### src/rtl/uart_rx_fifo_pkg.sv
// Shared helpers for the uart receive-side FIFO.
package uart_rx_fifo_pkg;

    // Ceiling log2 for sizing pointers and counters; clog2(1) = 0.
    function automatic int clog2(input int n);
        int r;
        r = 0;
        for (int v = n - 1; v > 0; v = v >> 1) begin
            r = r + 1;
        end
        return r;
    endfunction

endpackage

### src/rtl/uart_rx_fifo_regfile.sv
// Depth x W storage array: synchronous write, asynchronous read.
module fifo_regfile
    import uart_rx_fifo_pkg::*;
#(
    parameter int W     = 9,
    parameter int Depth = 16
) (
    input  logic                      clk,
    input  logic                      we,
    input  logic [clog2(Depth)-1:0]   waddr,
    input  logic [W-1:0]              wdata,
    input  logic [clog2(Depth)-1:0]   raddr,
    output logic [W-1:0]              rdata
);

    logic [W-1:0] mem [Depth];

    // Write port; contents are not reset, occupancy is tracked by the controller.
    always_ff @(posedge clk) begin
        if (we) begin
            mem[waddr] <= wdata;
        end
    end

    // Show-ahead read of the addressed entry.
    always_comb begin
        rdata = mem[raddr];
    end

endmodule

### src/rtl/uart_rx_fifo.sv
// Receive-side FIFO behind the uart: buffers {err,word} on rx_done, presents
// the head on valid/ready, and throttles the uart through rx_enable.
module uart_rx_fifo
    import uart_rx_fifo_pkg::*;
#(
    parameter int DataBits   = 8,
    parameter int Depth      = 16,
    parameter int Headroom   = 1,
    parameter bit DropErrors = 1'b0
) (
    input  logic                         clk,
    input  logic                         reset,
    input  logic                         enable,
    output logic                         rx_enable,
    input  logic [DataBits-1:0]          rx_word,
    input  logic                         rx_error,
    input  logic                         rx_done,
    output logic                         m_valid,
    input  logic                         m_ready,
    output logic [DataBits-1:0]          m_data,
    output logic                         m_err,
    output logic [clog2(Depth+1)-1:0]    level,
    output logic                         overflow,
    output logic [7:0]                   err_count,
    input  logic                         clear_status
);

    localparam int AW = clog2(Depth);
    localparam int CW = clog2(Depth + 1);
    localparam logic [CW-1:0] DEPTH_C = CW'(Depth);
    localparam logic [CW-1:0] HEAD_C  = CW'(Headroom);
    localparam logic [AW-1:0] LAST_C  = AW'(Depth - 1);

    logic [AW-1:0]       wr_ptr;
    logic [AW-1:0]       rd_ptr;
    logic [CW-1:0]       count;
    logic                push;
    logic                pop;
    logic                full;
    logic                accept;
    logic                err_event;
    logic [DataBits:0]   head;

    // Push/pop qualification; a full FIFO only takes a word when it also pops.
    always_comb begin
        push      = rx_done & ~(DropErrors & rx_error);
        pop       = (count != '0) & m_ready;
        full      = (count == DEPTH_C);
        accept    = push & (~full | pop);
        err_event = rx_done & rx_error;
    end

    fifo_regfile #(
        .W     (DataBits + 1),
        .Depth (Depth)
    ) u_regfile (
        .clk   (clk),
        .we    (accept),
        .waddr (wr_ptr),
        .wdata ({rx_error, rx_word}),
        .raddr (rd_ptr),
        .rdata (head)
    );

    // Pointer and occupancy tracking; pointers wrap at Depth-1 so any depth works.
    always_ff @(posedge clk) begin
        if (reset) begin
            wr_ptr <= '0;
            rd_ptr <= '0;
            count  <= '0;
        end else begin
            if (accept) begin
                wr_ptr <= (wr_ptr == LAST_C) ? '0 : wr_ptr + AW'(1);
            end
            if (pop) begin
                rd_ptr <= (rd_ptr == LAST_C) ? '0 : rd_ptr + AW'(1);
            end
            if (accept && !pop) begin
                count <= count + CW'(1);
            end else if (pop && !accept) begin
                count <= count - CW'(1);
            end
        end
    end

    // Sticky status; a set in the same cycle as clear_status wins.
    always_ff @(posedge clk) begin
        if (reset) begin
            overflow  <= 1'b0;
            err_count <= '0;
        end else begin
            if (push && full && !pop) begin
                overflow <= 1'b1;
            end else if (clear_status) begin
                overflow <= 1'b0;
            end
            if (err_event) begin
                if (clear_status) begin
                    err_count <= 8'd1;
                end else if (err_count != 8'hFF) begin
                    err_count <= err_count + 8'd1;
                end
            end else if (clear_status) begin
                err_count <= '0;
            end
        end
    end

    // Consumer view and uart throttle; head is masked to zero while empty and
    // rx_enable depends only on the count register, never on m_ready.
    always_comb begin
        m_valid   = (count != '0);
        m_data    = m_valid ? head[DataBits-1:0] : '0;
        m_err     = m_valid ? head[DataBits] : 1'b0;
        level     = count;
        rx_enable = enable & ~reset & ((DEPTH_C - count) > HEAD_C);
    end

endmodule
### config.mk
export PLATFORM = sky130hd
export DESIGN_NAME = uart_rx_fifo
export DESIGN_NICKNAME = d
export VERILOG_FILES = /design/src/rtl/uart_rx_fifo_pkg.sv /design/src/rtl/uart_rx_fifo_regfile.sv /design/src/rtl/uart_rx_fifo.sv
export SDC_FILE = /design/constraint.sdc
export NUM_CORES = 1
export LEC_CHECK = 0
export CAP_MARGIN = 20
export CORE_ASPECT_RATIO = 1.75
export CORE_MARGIN = 2
export CORE_UTILIZATION = 57
export CTS_BUF_LIST = sky130_fd_sc_hd__clkbuf_2
export DETAILED_ROUTE_END_ITERATION = 10
export PLACE_DENSITY = 0.77
export SLEW_MARGIN = 10
export SYNTH_ARGS = -nofsm -noshare
export SYNTH_HDL_FRONTEND = slang
export SYNTH_SLANG_ARGS = --single-unit
### constraint.sdc
create_clock -name clk -period 5.3 [get_ports clk]
set_input_delay 1.59 -clock clk [delete_from_list [all_inputs] [get_ports clk]]
set_output_delay 1.59 -clock clk [all_outputs]
set_load 0.05 [all_outputs]
==> out/metrics.cfg, run 1 <==
[run_status]
status=finished, final reports clean

[detailed_routing]
dr.pass1.iters=5
route.detailed.drc=0
vias_per_cell=5.888
ant_nets=0
num_vias=4145
wl_per_cell_microns=20.37
routed_wl_microns=14340
drt-initial-drc-count=290

[floorplanning]
ioPinCount=40
die_h_microns=151.6
rows=53
die_area_sq_um=13390
core-area_sq_um=12070
initial_core_util_pct=58.77
die_w_microns=88.33

[timing]
slew_viol_final=0
period_needed_ps=4982
rsz0062_at_grt=no
min_period_over_period_pct=94.00
slew_headroom_pct=28.34
setup_viol=0
whs_ps=526.9
hold_viol=0
fmax_ghz=0.2007
fin_setup_tns_ps=0
skew_ps=18.53
worst_pin_slew_ps=1071
fin_ws_ps=318.2

[cts]
cts_setup_buffers=0
cts_tree=built
cts_sinks=170
clk_pin_slew_worst_paths_ps=220
cts_buffers=17
h-tree-depth=4
cts_buffer_depth=2
cts_root_buf=clkbuf_2
clk_latency_ps=690

[worst_setup_path]
crit_path_end_kind=output pin
critPathBufInv=3
path_class=reg2out
cp_cell_sequence=inv_1 > ha_1 > nor3b_1 > ha_1 > inv_1 > nand2_1 > o21ai_1 > clkdlybuf4s50_1
cp.required_ps=3710
max_stage_delay_ps=820
arrival_ps=3390
start_kind=register
crit_slowest_cell=clkdlybuf4s50_1
cp_top_family=buffers and inverters
rrSetupSlack_ps=1830
crit_fanout=9

[final_layout]
finalInstanceArea_sq_um=7966
layout.nets=556
final_cells=704
fin_util_pct=66.01
area_growth_pct=12.31
drive_above_1_share_pct=10.59

[yosys]
synth.top_cell.area_share_pct=60.96
synth_common_cells=edfxtp_1, mux2i_1, nor2_1
synth_top_area_cell=edfxtp_1
synth_edf_count=144
async_flop_share_pct=0
synth_area_leaders=edfxtp_1, mux2i_1, dfxtp_1
synth.distinct_cells=51
synth_seq_area_share_pct=68.30
ys_ff_latch=170
synth_most_common_cell=edfxtp_1
synth_area_per_cell_sq_um=14.93
syn_nets=505
ys_warn_count=0
synthFlopType=edfxtp_1
syn_area_sq_um=7093
synthCells=475

[pwr]
power.switching_mw=1.249
total_power_mw=3.514
vdd_drop_max_mv=0.3335
powerDensity_nw_per_um2=441.1
p_comb_share_pct=32.8
leakage_nw=2.746
seqPwrFrac_pct=45.9
swShare_pct=35.54
p_clk_share_pct=21.3
internal_power_mw=2.265

[grt]
grt_start_max_net_pins=46
grt_overflow=0
grt_pass1_vias=4142
grt_use_total_pct=22.60
grt_antenna_before_repair=1
grt_pass1_wl_microns=21730

[placed_design]
hpwl_microns=9788
place_inst=670
dpl_cell_area_sq_um=7639
gp_congestion=0.8208
preCtsSetupSlack_ps=662.2
numPortBuffers=39

[job]
max_cap_viol_count=0

[min_path]
hp-class=reg2reg

[worst reg2reg max path, stage by stage (launching register included)]
cell	delay (ps)
dfxtp_1	550
inv_1	80
ha_1	230
nor3b_1	170
ha_1	270
nor2b_4	190
inv_2	100
a21boi_4	290
ha_1	220
inv_1	120
ha_1	340
a21oi_1	200
a211oi_1	90
a31oi_1	190
mux2_2	350
[power by group through the flow]
stage               logic [mW]  clock network, mW  registers [mW]
floorplan                0.816                  0            1.64
global placement          1.13                  0            1.64
detailed placement        1.16                  0            1.64
CTS                       1.16              0.757            1.61
global route              1.23              0.808            1.63
finish                    1.15              0.749            1.61
[state kept, by name (all words and copies together) (netlist names), named ones only]
register	count
overflow	1
wr_ptr	4
level	5
rd_ptr	4
u_regfile.mem	144
err_count	8
[layout make-up]
cell class	instances	area [sq um]
sequential	170	4848
antenna	1	2.502
timing repair buffer	52	509.2
clock inverter	14	193.9
multi-input combinational	273	2076
fill	890	4103
tap	165	206.4
inverter	12	45.04
clock buffer	17	85.08
[what timing repair did]
action,in CTS,in global routing
endpoints found under the setup margin,9,9
hold buffers,0,0
gates resized for setup,1,9
[per-layer routing]
layer  vias to the layer above  global-route usage (%)  share of wire [%]
met1                      2023                   23.96                 35
met4                         0                   9.924                3.2
met2                       166                   42.07                 56
li1                       1929                       -                  -
met5                         -                       0                  0
met3                        27                   4.605                5.1
[worst paths after layout]
| path | start | to | depth (start not counted) |
|---|---|---|---|
| worst max-delay path | level[0] | m_data[4] | 8 |
| worst max register to register | level[0] | level[4] | 14 |
| worst min register to register | err_count[1] | err_count[1] | 2 |
| worst min-delay path | err_count[1] | err_count[1] | 2 |
[layout by cell type (no fill, tap or decap), drive strengths merged, types with 14 or more instances in the layout]
master and count:
a22oi 31, clkbuf 17, clkdlybuf4s50 30, mux2i 66
ha 14, nor2 34, dfxtp 26, nand2 26
edfxtp 144, inv 17, buf 14
[cells by family after synthesis]
group / share of synthesized area (%)
xor+xnor: 0.6175
flops: 68.30
fa+ha+maj: 2.752
compound gates: 7.462
buf+inv: 2.540
simple gates: 7.268
mux: 11.06
(Power assumes the default switching activity.)
==> run 2, diff against run 1 <==
--- a/config.mk
+++ b/config.mk
@@ -11,6 +11,7 @@
 export CORE_UTILIZATION = 57
 export CTS_BUF_LIST = sky130_fd_sc_hd__clkbuf_2
 export DETAILED_ROUTE_END_ITERATION = 10
+export GPL_ROUTABILITY_DRIVEN = 0
 export PLACE_DENSITY = 0.77
 export SLEW_MARGIN = 10
 export SYNTH_ARGS = -nofsm -noshare
==> results of run 2 <==
Final layout, timing and power as in run 1 (identical DEF).
==> run 3, diff against run 2 <==
--- a/config.mk
+++ b/config.mk
@@ -11,7 +11,7 @@
 export CORE_UTILIZATION = 57
 export CTS_BUF_LIST = sky130_fd_sc_hd__clkbuf_2
 export DETAILED_ROUTE_END_ITERATION = 10
-export GPL_ROUTABILITY_DRIVEN = 0
+export MAX_ROUTING_LAYER = met4
 export PLACE_DENSITY = 0.77
 export SLEW_MARGIN = 10
 export SYNTH_ARGS = -nofsm -noshare
==> run 3 against run 2 <==
Net effect: non-clock buffer count stayed put; first-iteration DRC count is 24% higher; hold slack better by 1.0 ps; critical endpoint unchanged; sequential power hardly changed; final cell count stayed put; worst setup slack better by 31 ps; clock power is 0.7% lower.
==> out/metrics.cfg, run 3 (synthesis gave the netlist of run 1 again) <==
[worst_setup_path]
timing.rr.end=level[4]
rrSetupSlack_ps=1840  ; about the same
arrival_ps=3360  ; -30 ps
rr_worst_depth=14  ; unchanged
cp.required_ps=3710  ; about the same
rr_startpoint=level[0]
crit_path_end_kind=output pin
critPathLaunch=level[0]
path_class=reg2out
crit_path_end=m_data[4]
start_kind=register
crit_fanout=9  ; unchanged

[timing]
fin_setup_tns_ps=0  ; unchanged
worst_pin_slew_ps=1082  ; +11.38 ps
rsz0062_at_grt=no
hold_viol=0  ; unchanged
slew_viol_final=0  ; unchanged
min_period_over_period_pct=93.41  ; -0.59 points
fmax_ghz=0.2020  ; +0.63%
slew_headroom_pct=27.58  ; -0.76 points
skew_ps=22.74  ; +4.212 ps
setup_viol=0  ; unchanged
period_needed_ps=4951  ; -31.23 ps

[detailed_routing]
dr.pass1.iters=5  ; unchanged
num_vias=4169  ; +0.58%
route.detailed.drc=0  ; unchanged
ant_nets=0  ; unchanged
wl_per_cell_microns=20.37  ; about the same
vias_per_cell=5.922  ; +0.58%
drt-initial-drc-count=360  ; +24%
routed_wl_microns=14340  ; about the same

[cts]
cts_hold_repair.buffers=0  ; unchanged
cts_setup_buffers=0  ; unchanged
clk_latency_ps=680  ; about the same
clk_pin_slew_worst_paths_ps=220  ; about the same
h-tree-depth=4  ; unchanged
cts_root_buf=clkbuf_2
cts_resized=1  ; unchanged
cts_tree=built
cts_buffers=17  ; unchanged
cts_buffer_depth=2  ; unchanged
cts_sinks=170  ; unchanged

[grt]
grt_start_max_net_pins=46  ; unchanged
grt_use_total_pct=23.24  ; +0.64 points
grt_overflow=0  ; unchanged
grt_pass1_vias=4134  ; -0.19%
grt_antenna_before_repair=1  ; unchanged
grt_pass1_wl_microns=21790  ; +0.29%

[pwr]
vdd_drop_max_mv=0.3333  ; about the same
powerDensity_nw_per_um2=440.5  ; -0.13%
total_power_mw=3.509  ; -0.13%
leakage_nw=2.746  ; unchanged

[final_layout]
layout_common_cells=edfxtp_1, mux2i_1, nor2_1, a22oi_1, clkdlybuf4s50_1
layout.cells.most_common=edfxtp_1
top_register=u_regfile.mem
layout.nets=556  ; unchanged
area_growth_pct=12.31  ; unchanged
largest_reg_flops=144  ; unchanged
drive_above_1_share_pct=10.59  ; unchanged

[floorplanning]
die_h_microns=151.6  ; unchanged
rows=53  ; unchanged
initial_core_util_pct=58.77  ; unchanged
die_area_sq_um=13390  ; unchanged
die_w_microns=88.33  ; unchanged
ioPinCount=40  ; unchanged
core-area_sq_um=12070  ; unchanged

[job]
max_cap_viol_count=0  ; unchanged

[min_path]
hp-class=reg2reg

[placed_design]
numPortBuffers=39  ; unchanged
hpwl_microns=9788  ; unchanged
gp_congestion=0.8331

[run_status]
status=finished, final reports clean

-- run 3: cell counts in the layout (fill, tap and decap cells not counted) --
Identical to the previous run, type by type.
-- run 3: power by group --
group          switching [mW]  total [mW]  internal, mW  leakage, nW
Combinational           0.708        1.15         0.445         1.07
Clock                   0.431       0.744         0.313        0.159
Sequential              0.105        1.61          1.51         1.51
Total                    1.24        3.51          2.26         2.75
-- run 3: how the worst min path moves through the flow --
stage / startpoint / endpoint / slack, ps / depth (start not counted)
2_1_floorplan: rd_ptr[3] / register / 470 / 2
3_3_place_gp: overflow / overflow / 480 / 2
3_5_place_dp: overflow / overflow / 490 / 2
4_1_cts: rd_ptr[3] / rd_ptr[3] / 530 / 2
5_1_grt: err_count[1] / err_count[1] / 550 / 2
6_report: err_count[1] / err_count[1] / 530 / 2
-- run 3: critical path, stage by stage, from the launching register on --
cell and delay [ps]:
dfxtp_1 550, inv_1 80, ha_1 230, nor3b_1 170, ha_1 270, inv_1 120
nand2_1 250, o21ai_1 210, clkdlybuf4s50_1 820
-- run 3: layer usage --
layer | routed length [microns] | vias up | global-route usage, % | share of wire, %
li1 | - | 1932 | - | -
met1 | 5121 | 2036 | 24.52 | 36
met2 | 8044 | 176 | 41.69 | 56
met3 | 723 | 25 | 4.334 | 5.0
met4 | 454 | 0 | 9.924 | 3.2
met5 | 0 | - | - | 0
-- run 3: final cells by class --
class                      count  area (sq um)
timing repair buffer          52         509.2
clock inverter                14         193.9
fill                         890          4103
sequential                   170          4848
tap                          165         206.4
inverter                      12         45.04
antenna                        1         2.502
clock buffer                  17         85.08
multi-input combinational    273          2076
-- run 3: through the flow --
step	hold slack, ps	worst slack, ps	util [%]	cells	instance area [sq um]
after floorplan	472.4	490.2	-	475	7093
after global placement	476.1	859.1	63.29	670	7639
after detailed placement	486.9	662.2	63.29	670	7639
after CTS	530.4	87.57	65.62	701	7920
after global routing	549.4	13.15	66.01	704	7966
final	527.9	349.4	66.01	704	7966
